<file path="src/rtl/spi_command_sequencer.sv">
// spi_command_sequencer: SPI command frames to shadow/live control registers, status read-back and link watchdog; CTRL_READBACK_EN adds ctrl read-back opcodes 9/10
module spi_command_sequencer #(
  parameter int WD_CYCLES = 1000000,
  parameter int WD_W = 20
) (
  input  logic        clk,
  input  logic        rst,
  input  logic [15:0] rx_data,
  input  logic        rx_valid,
  input  logic        tx_busy,
  input  logic [31:0] status_reg,
  output logic [15:0] tx_data,
  output logic        tx_load,
  output logic [31:0] ctrl_reg,
  output logic        ctrl_update,
  output logic [7:0]  err_count,
  output logic        wd_expired
);
  typedef enum logic [1:0] {IDLE, DECODE, TX_WAIT, TX_LOAD} state_t;
  state_t r_state, w_next;
  logic [15:0] r_frame, r_tx_data, w_rd_data;
  logic [31:0] r_shadow, r_ctrl;
  logic [7:0] r_err;
  logic [WD_W-1:0] r_wd_cnt;
  logic [3:0] w_op;
  logic [8:0] w_err_sum;
  logic r_ctrl_update, r_wd_exp, w_dec, w_read, w_illegal, w_commit, w_overrun, w_trip, w_unused;
  assign w_op = r_frame[15:12];
  assign w_dec = r_state == DECODE;
`ifdef CTRL_READBACK_EN
  assign w_read = w_op == 4'h1 || w_op == 4'h8 || w_op == 4'h9 || w_op == 4'hA;
  assign w_illegal = w_dec && w_op > 4'hA;
  assign w_rd_data = w_op == 4'h1 ? {4'h1, status_reg[11:0]} :
                     w_op == 4'h8 ? {4'h8, status_reg[23:12]} :
                     w_op == 4'h9 ? {4'h9, r_ctrl[11:0]} : {4'hA, r_ctrl[31:20]};
`else
  assign w_read = w_op == 4'h1 || w_op == 4'h8;
  assign w_illegal = w_dec && w_op > 4'h8;
  assign w_rd_data = w_op == 4'h1 ? {4'h1, status_reg[11:0]} : {4'h8, status_reg[23:12]};
`endif
  assign w_commit = w_dec && w_op == 4'h7;
  assign w_overrun = rx_valid && r_state != IDLE;
  // a commit in the same cycle reloads the counter, so it always beats a trip
  assign w_trip = WD_CYCLES != 0 && !rx_valid && !w_commit && r_wd_cnt == WD_W'(WD_CYCLES - 1);
  assign w_err_sum = {1'b0, r_err} + {8'b0, w_illegal} + {8'b0, w_overrun};
  assign w_unused = &{1'b0, status_reg[31:24]};
  assign tx_data = r_tx_data;
  assign tx_load = r_state == TX_LOAD;
  assign ctrl_reg = r_ctrl;
  assign ctrl_update = r_ctrl_update;
  assign err_count = r_err;
  assign wd_expired = r_wd_exp;
  // state register
  always_ff @(posedge clk) begin
    if (rst) r_state <= IDLE;
    else r_state <= w_next;
  end
  // next-state: reads wait for the SPI core to go idle before the load pulse
  always_comb begin
    w_next = r_state;
    case (r_state)
      IDLE:    w_next = rx_valid ? DECODE : IDLE;
      DECODE:  w_next = w_read ? TX_WAIT : IDLE;
      TX_WAIT: w_next = tx_busy ? TX_WAIT : TX_LOAD;
      default: w_next = IDLE;
    endcase
  end
  // frame capture, opcode effects, error counting and watchdog
  always_ff @(posedge clk) begin
    if (rst) begin
      r_frame <= '0;
      r_tx_data <= '0;
      r_shadow <= '0;
      r_ctrl <= '0;
      r_ctrl_update <= 1'b0;
      r_err <= '0;
      r_wd_exp <= 1'b0;
      r_wd_cnt <= '0;
    end else begin
      r_ctrl_update <= 1'b0;
      if (rx_valid && r_state == IDLE) r_frame <= rx_data;
      if (w_dec && w_read) r_tx_data <= w_rd_data;
      if (w_dec)
        case (w_op)
          4'h2: r_shadow[11:0] <= r_frame[11:0];
          4'h3: r_shadow[19:12] <= r_frame[7:0];
          4'h4: r_shadow[28:27] <= r_frame[1:0];
          4'h5: r_shadow[30:29] <= r_frame[1:0];
          4'h6: r_shadow[31] <= r_frame[0];
          default: ;
        endcase
      r_err <= w_err_sum[8] ? 8'hFF : w_err_sum[7:0];
      r_wd_cnt <= (rx_valid || w_commit) ? '0 : r_wd_cnt == WD_W'(WD_CYCLES) ? r_wd_cnt : r_wd_cnt + 1'b1;
      if (w_commit) begin
        r_ctrl <= r_shadow;
        r_ctrl_update <= 1'b1;
        r_wd_exp <= 1'b0;
      end else if (w_trip) begin
        r_ctrl[31] <= 1'b0;
        r_shadow[31] <= 1'b0;
        r_wd_exp <= 1'b1;
        r_ctrl_update <= 1'b1;
      end
    end
  end
endmodule
</file>
<file path="config.mk">
export PLATFORM = sky130hd
export DESIGN_NAME = spi_command_sequencer
export DESIGN_NICKNAME = d
export VERILOG_FILES = /design/src/rtl/spi_command_sequencer.sv
export SDC_FILE = /design/constraint.sdc
export NUM_CORES = 1
export LEC_CHECK = 0
export ABC_AREA = 1
export BUFFER_PORTS_ARGS = -buffer_cell sky130_fd_sc_hd__buf_2
export CORE_MARGIN = 5
export CORE_UTILIZATION = 25
export DETAILED_ROUTE_END_ITERATION = 8
export GPL_TIMING_DRIVEN = 0
export PLACE_DENSITY = 0.54
export SYNTH_ARGS = -nofsm -noshare
export SYNTH_HDL_FRONTEND = slang
export SYNTH_SLANG_ARGS = --single-unit
</file>
<file path="constraint.sdc">
create_clock -name clk -period 2.8 [get_ports clk]
set_input_delay 0.28 -clock clk [delete_from_list [all_inputs] [get_ports clk]]
set_output_delay 0.28 -clock clk [all_outputs]
set_load 0.05 [all_outputs]
</file>
==> metrics.txt, run 1 <==
status completed; via count ~4300; Synth top cells by count nor2_1 (120), dfxtp_1 (112), nand2_1 (98), a21oi_1 (65), o21ai_0 (53); cell taking the most area after synthesis dfxtp_1; # DRC 0; Max Slew Vio Count 0; routed wire length 12.9 mm; largest net degree at the start of global routing 22; Syn-to-layout area delta 23.8%; Buffers on Ports 93; Total GRT Usage 12.0%; Post-Synth Adder-Cell Area around 1.2%; Starting DRT DRC Count 210; cell area power density 581 nW/um2; setup_tns 0 ns; clock period minus worst slack 2.42 ns; design area between 5000 and 6000 um2; Worst-Skew Late Latency 0.36 ns; area of the multi-input gates about 2100 um2; DR WL met3 ~740 um; # nets final around 810; Post-synth EDFFs 0; Ports about 110; number of max-cap violations 0; CP max FO 6; worst vdd ir 0.000314 V; CP required between 3 and 4 ns; XOR/XNOR Fraction of Synth Area less than 1%; Root Buffer clkbuf_16; CTS buffer count 9; FMAX approximately 0.41 GHz; initial antenna violation count 3; WS Path Type flip-flop to flip-flop; first-pass GRT wire length around 21 mm; First-pass DRT Iterations 4; synthesized area 4700 um2; Clock Path Buffers 2; die area approximately 22000 um2; Compound-Gate Fraction of Synth Area 15.7%; RSZ-0062 raised after global routing false; Starting Density between 20% and 30%; gr ovfl total 0; Fillers between 2000 and 2500; wire length on met2 approximately 5.5 mm; simple-gate area share of the yosys netlist 26.0%; share of cells above drive strength 1 about a fifth; clock sinks 112; Worst-Margin Slew about 0.56 ns; synthesis-stage register bit count between 100 and 150; num rows 50; top-area cell type share of the netlist area ~48%; clock skew 0.0107 ns; Ys Warns 0; via/cell ratio 4.31; Synth async-reset ratio 0%; die width ~150 um; Die Ht 147 um; Post-Route M1 WL approximately 6.4 mm; HP Class input pin to flip-flop; sequential cell area fraction in the yosys report about 48%; core box area ~19000 um2; main combinational cell family by area after synthesis simple AND/OR/NAND/NOR gates; mux share of post-synthesis cell area 0%; # diodes 0; Worst-path clk slew roughly 0.080 ns; Top Layer Used met5; mean post-synth cell area ~7.3 um2; Sequential cell area ~2200 um2; Setup violations, final 0; CP Data Arrival Time roughly 2.7 ns; H-tree depth 3; Most used DFF post-synth dfxtp_1; post-DP HPWL 9.88 mm; Static Leak ~2.4 nW; Worst Setup End Kind flip-flop; vias in the first global route just over 4000; post-route ant nets 0; total power roughly 3.4 mW; most common cell in the netlist nor2_1; TritonCTS clock tree done; Yosys cell types 31; CP Launch Type flip-flop; Tcrit/Tclk final 86.4%; WL/cell about 13 um; headroom to the max-slew limit 62.7%; Mapped Cells about 640; placed inst area between 5000 and 6000 um2; gpl congestion approximately 0.81; Final Hold Fails 0; Area contributors post-synth dfxtp_1 (48%), nor2_1 (9.6%), nand2_1 (7.8%), a21oi_1 (6.9%), o21ai_0 (5.6%)
## logic make-up (layout without fill, tap and decap cells)
family                     Yosys count  count (layout)
AOI/OAI and AO/OA                  144             144
xor gates and xnor gates             4               4
adders and majority gates            4               4
buffers and inverters               89             198
DFF                                112             112
other                                1               9
and+or+nand+nor                    287             287
## critical path: stages (launching register included)
cell,delay [ns]
dfxtp_1,0.42
nor2_1,0.12
nand3_1,0.17
nand3_1,0.15
fa_1,0.38
inv_1,0.09
ha_1,0.18
nand3_1,0.13
nor3_2,0.22
nand3_1,0.25
nand3_1,0.15
nand2_1,0.06
inv_1,0.05
## stage by stage
step                      instances  hold WS (ns)  worst slack (ns)  utilization [%]
after floorplan                 649         0.349             0.542                -
after global placement          976         0.446             0.258             29.5
after detailed placement        976         0.451             0.246             29.5
after CTS                       992         0.120             0.216             31.2
after global routing            992         0.142             0.118             31.2
final                           992         0.140             0.382             31.2
## path summary, 6_finish.rpt
path | endpoint | depth (start not counted) | slack [ns] | start
max | err_count[5]$_SDFF_PP0_ | 12 | 0.38 | r_frame[13]$_SDFFE_PP0P_
min | r_frame[6]$_SDFFE_PP0P_ | 3 | 0.14 | rx_data[6]
min reg2reg | r_shadow[12]$_SDFFE_PP0P_ | 2 | 0.46 | r_shadow[12]$_SDFFE_PP0P_
max reg2reg | err_count[5]$_SDFF_PP0_ | 12 | 0.38 | r_frame[13]$_SDFFE_PP0P_
## area by class of cell
class                   instances  share of cell area [%]
plain buffers                  37                    3.63
clock buffers                   9                    3.87
clock inverters                 7                    1.72
inverters                      52                    3.35
multi-input cells             448                    35.9
flip-flops and latches        112                    38.5
well taps                     234                    5.03
repair buffers                 93                    7.99
## per-layer routing
layer  vias to the layer above  track usage, %
li1                       2295               -
met4                         6            4.43
met2                        85            17.9
met3                        23            4.16
met1                      1871            16.0
met5                         -               0
## power breakdown
group / internal, mW / leakage, nW / switching, mW / total, mW
logic: 0.100 / 1.37 / 0.235 / 0.336
clock network: 0.723 / 0.158 / 0.657 / 1.38
registers: 1.63 / 0.907 / 0.0353 / 1.67
total: 2.46 / 2.43 / 0.928 / 3.38
## repair_timing
action                     in CTS  in global routing
setup buffers                   0                  0
gates resized for setup         0                  1
hold buffers                    0                  0
setup endpoints to repair       0                  1
## placed cells by master (no fill, tap or decap), drive strengths merged
master and instances:
inv 54, a21oi 66, nand2 101, buf 117
o21a 2, fa 1, dfxtp 112, nand3 37
bufinv 1, nor2 124, a31oi 1, nand3b 3
nor3 11, ha 3, or2 3, xnor2 2
conb 9, nand4 8, xor2 2, clkinv 4
clkbuf 22, o21ai 75
No activity file was read; power rests on OpenSTA's default activity.
==> inputs of run 2 (changes only) <==
Settings changed: BUFFER_PORTS_ARGS -buffer_cell sky130_fd_sc_hd__buf_2 to -buffer_cell sky130_fd_sc_hd__buf_4.
==> run 2 against run 1 <==
Count of clock-buffer cells in the layout unchanged. Critical path type unchanged. Register-to-register slack worse by 0.17 ns. Sequential power is essentially flat. Largest power group unchanged. Flip-flop and latch count did not move. Setup slack worse by 0.17 ns. Highest routed layer is now met4. Sequential share of layout area shrank 1.1 points. Clock power is 12% lower. Via count is 0.72% lower. Largest cell class unchanged.
==> metrics.txt, run 2 (same netlist as run 1, synthesis figures left out) <==
gpl congestion 0.825 (was 0.811); clock period minus worst slack 2.59 ns (was 2.42 ns); hold depth 2 (was 3); CTS buffer count 9 (unchanged); first-pass GRT wire length 20.6 mm (was 20.9 mm); gr ovfl total 0 (unchanged); CP Data Arrival Time 2.89 ns (was 2.72 ns); Static Leak 2.44 nW (was 2.43 nW); CP max FO 6 (unchanged); num rows 50 (unchanged); CP required 3.10 ns (about the same); launch point of the worst reg-to-reg path r_frame[13]$_SDFFE_PP0P_ (unchanged); Starting DRT DRC Count 228 (was 210); # DRC 0 (unchanged); Tcrit/Tclk final 92.5% (was 86.4%); Worst-Skew Late Latency 0.36 ns (about the same); First-pass DRT Iterations 4 (unchanged); via count 4249 (was 4280); Clock Path Buffers 2 (unchanged); Die Ht 147 um (unchanged); clock skew 0.0116 ns (was 0.0107 ns); headroom to the max-slew limit 61.5% (was 62.7%); die area 21700 um2 (unchanged); status completed (unchanged); FF-to-FF path depth 12 (unchanged); # nets final 809 (unchanged); Fillers 2078 (was 2049); Worst Hold Launch rst (was rx_data[6]); FMAX 0.386 GHz (was 0.414 GHz); Worst Setup Slack, final 0.210 ns (was 0.382 ns); cell area power density 541 nW/um2 (was 581 nW/um2); worst vdd ir 0.000315 V (was 0.000314 V); reg-to-reg endpoint err_count[5]$_SDFF_PP0_ (unchanged); total power 3.24 mW (was 3.38 mW); post-CTS sizing 0 (unchanged); setup_tns 0 ns (unchanged); CP Launch Type flip-flop (unchanged); WL/cell 13.1 um (was 13.0 um); Worst Setup End Kind flip-flop (unchanged); clock sinks 112 (unchanged); # diodes 0 (unchanged); RSZ-0062 raised after global routing false (unchanged); dpl ws 0.244 ns (was 0.246 ns); WS Path Type flip-flop to flip-flop (unchanged); die width 147 um (unchanged); share of cells above drive strength 1 19.9% (was 20.2%); Sequential cell area 2240 um2 (unchanged); Total GRT Usage 12.0% (about the same); via/cell ratio 4.29 (was 4.31); Root Buffer clkbuf_16 (unchanged); initial antenna violation count 0 (was 3); Setup Buffers After CTS 0 (unchanged); area of the multi-input gates 2090 um2 (about the same); H-tree depth 3 (unchanged); core box area 18600 um2 (unchanged); hold-fix buffers at CTS 0 (unchanged); most frequent cells in the layout nor2_1 (120), dfxtp_1 (112), buf_4 (105), nand2_1 (98), a21oi_1 (65) (was nor2_1 (120), dfxtp_1 (112), buf_2 (103), nand2_1 (98), a21oi_1 (65)); largest net degree at the start of global routing 19 (was 22); post-DP HPWL 9.94 mm (was 9.88 mm); most common library cell in the layout ignoring fill and taps nor2_1 (unchanged); routed wire length 13.0 mm (was 12.9 mm); TritonCTS clock tree done (unchanged); Starting Density 25.2% (unchanged); Syn-to-layout area delta 27.4% (was 23.8%); Ports 111 (unchanged); number of max-cap violations 0 (unchanged); Max Slew Vio Count 0 (unchanged); FF-to-FF setup slack 0.21 ns (was 0.38 ns); HP Class input pin to flip-flop (unchanged); Buffers on Ports 93 (unchanged); Setup violations, final 0 (unchanged); Worst-Margin Slew 0.573 ns (was 0.559 ns); Worst-path clk slew 0.08 ns (about the same); vias in the first global route 3965 (was 4119); Final Hold Fails 0 (unchanged); post-route ant nets 0 (unchanged); WHS Endpoint ctrl_reg[31]$_SDFFE_PP0P_ (was r_frame[6]$_SDFFE_PP0P_)
-- run 2: cell types whose count changed in the layout (fill, tap and decap cells not counted), sizes merged --
cell / before / now
clkinvlp: 0 / 1
clkinv: 4 / 3
bufinv: 1 / 0
-- run 2: where the power goes --
part           internal [mW]  switching, mW  total, mW  leakage, nW
combinational          0.125          0.238      0.363         1.40
clock                  0.605          0.609       1.21        0.132
sequential              1.63         0.0342       1.67        0.907
-- run 2: metrics by stage --
step	instances	utilization [%]	instance area, um2	hold WS [ns]
floorplan	649	-	4730	0.349
global placement	976	30.7	5730	0.446
detailed placement	976	30.7	5730	0.450
CTS	991	32.2	5990	0.109
global route	991	32.2	5990	0.121
finish	991	32.2	5990	0.124
-- run 2: final cells by class --
type	count	area share (%)
Timing Repair Buffer	93	11.6
Sequential cell	112	37.4
Inverter	52	3.26
Clock inverter	6	0.731
Multi-Input combinational cell	448	34.8
Clock buffer	9	3.76
Buffer	37	3.53
Tap cell	234	4.88
-- run 2: critical path, stage by stage, from the launching register on --
cell	delay (ns)
dfxtp_1	0.43
nor2_1	0.13
nand3_1	0.17
nand3_1	0.14
fa_1	0.39
inv_1	0.09
ha_1	0.20
nand3_1	0.12
nor3_1	0.32
nand3_1	0.28
nand3_1	0.15
nand2_1	0.05
inv_1	0.05
-- run 2: how the worst max path moves through the flow --
stage | slack, ns | startpoint | to
2_1_floorplan | 0.54 | err_count[0]$_SDFF_PP0_ | err_count[5]$_SDFF_PP0_
6_report | 0.21 | r_frame[13]$_SDFFE_PP0P_ | err_count[5]$_SDFF_PP0_
5_1_grt | 0.04 | r_frame[13]$_SDFFE_PP0P_ | err_count[5]$_SDFF_PP0_
4_1_cts | 0.18 | r_frame[13]$_SDFFE_PP0P_ | err_count[5]$_SDFF_PP0_
3_5_place_dp | 0.24 | r_frame[13]$_SDFFE_PP0P_ | err_count[5]$_SDFF_PP0_
3_3_place_gp | 0.27 | r_frame[13]$_SDFFE_PP0P_ | err_count[5]$_SDFF_PP0_
-- run 2: layer usage --
layer | track usage [%] | part of all wire, % | up-vias
li1 | - | - | 2287
met5 | 0 | 0 | -
met3 | 3.89 | 7.0 | 11
met2 | 18.1 | 44 | 88
met4 | 4.99 | 1.6 | 0
met1 | 15.7 | 48 | 1863
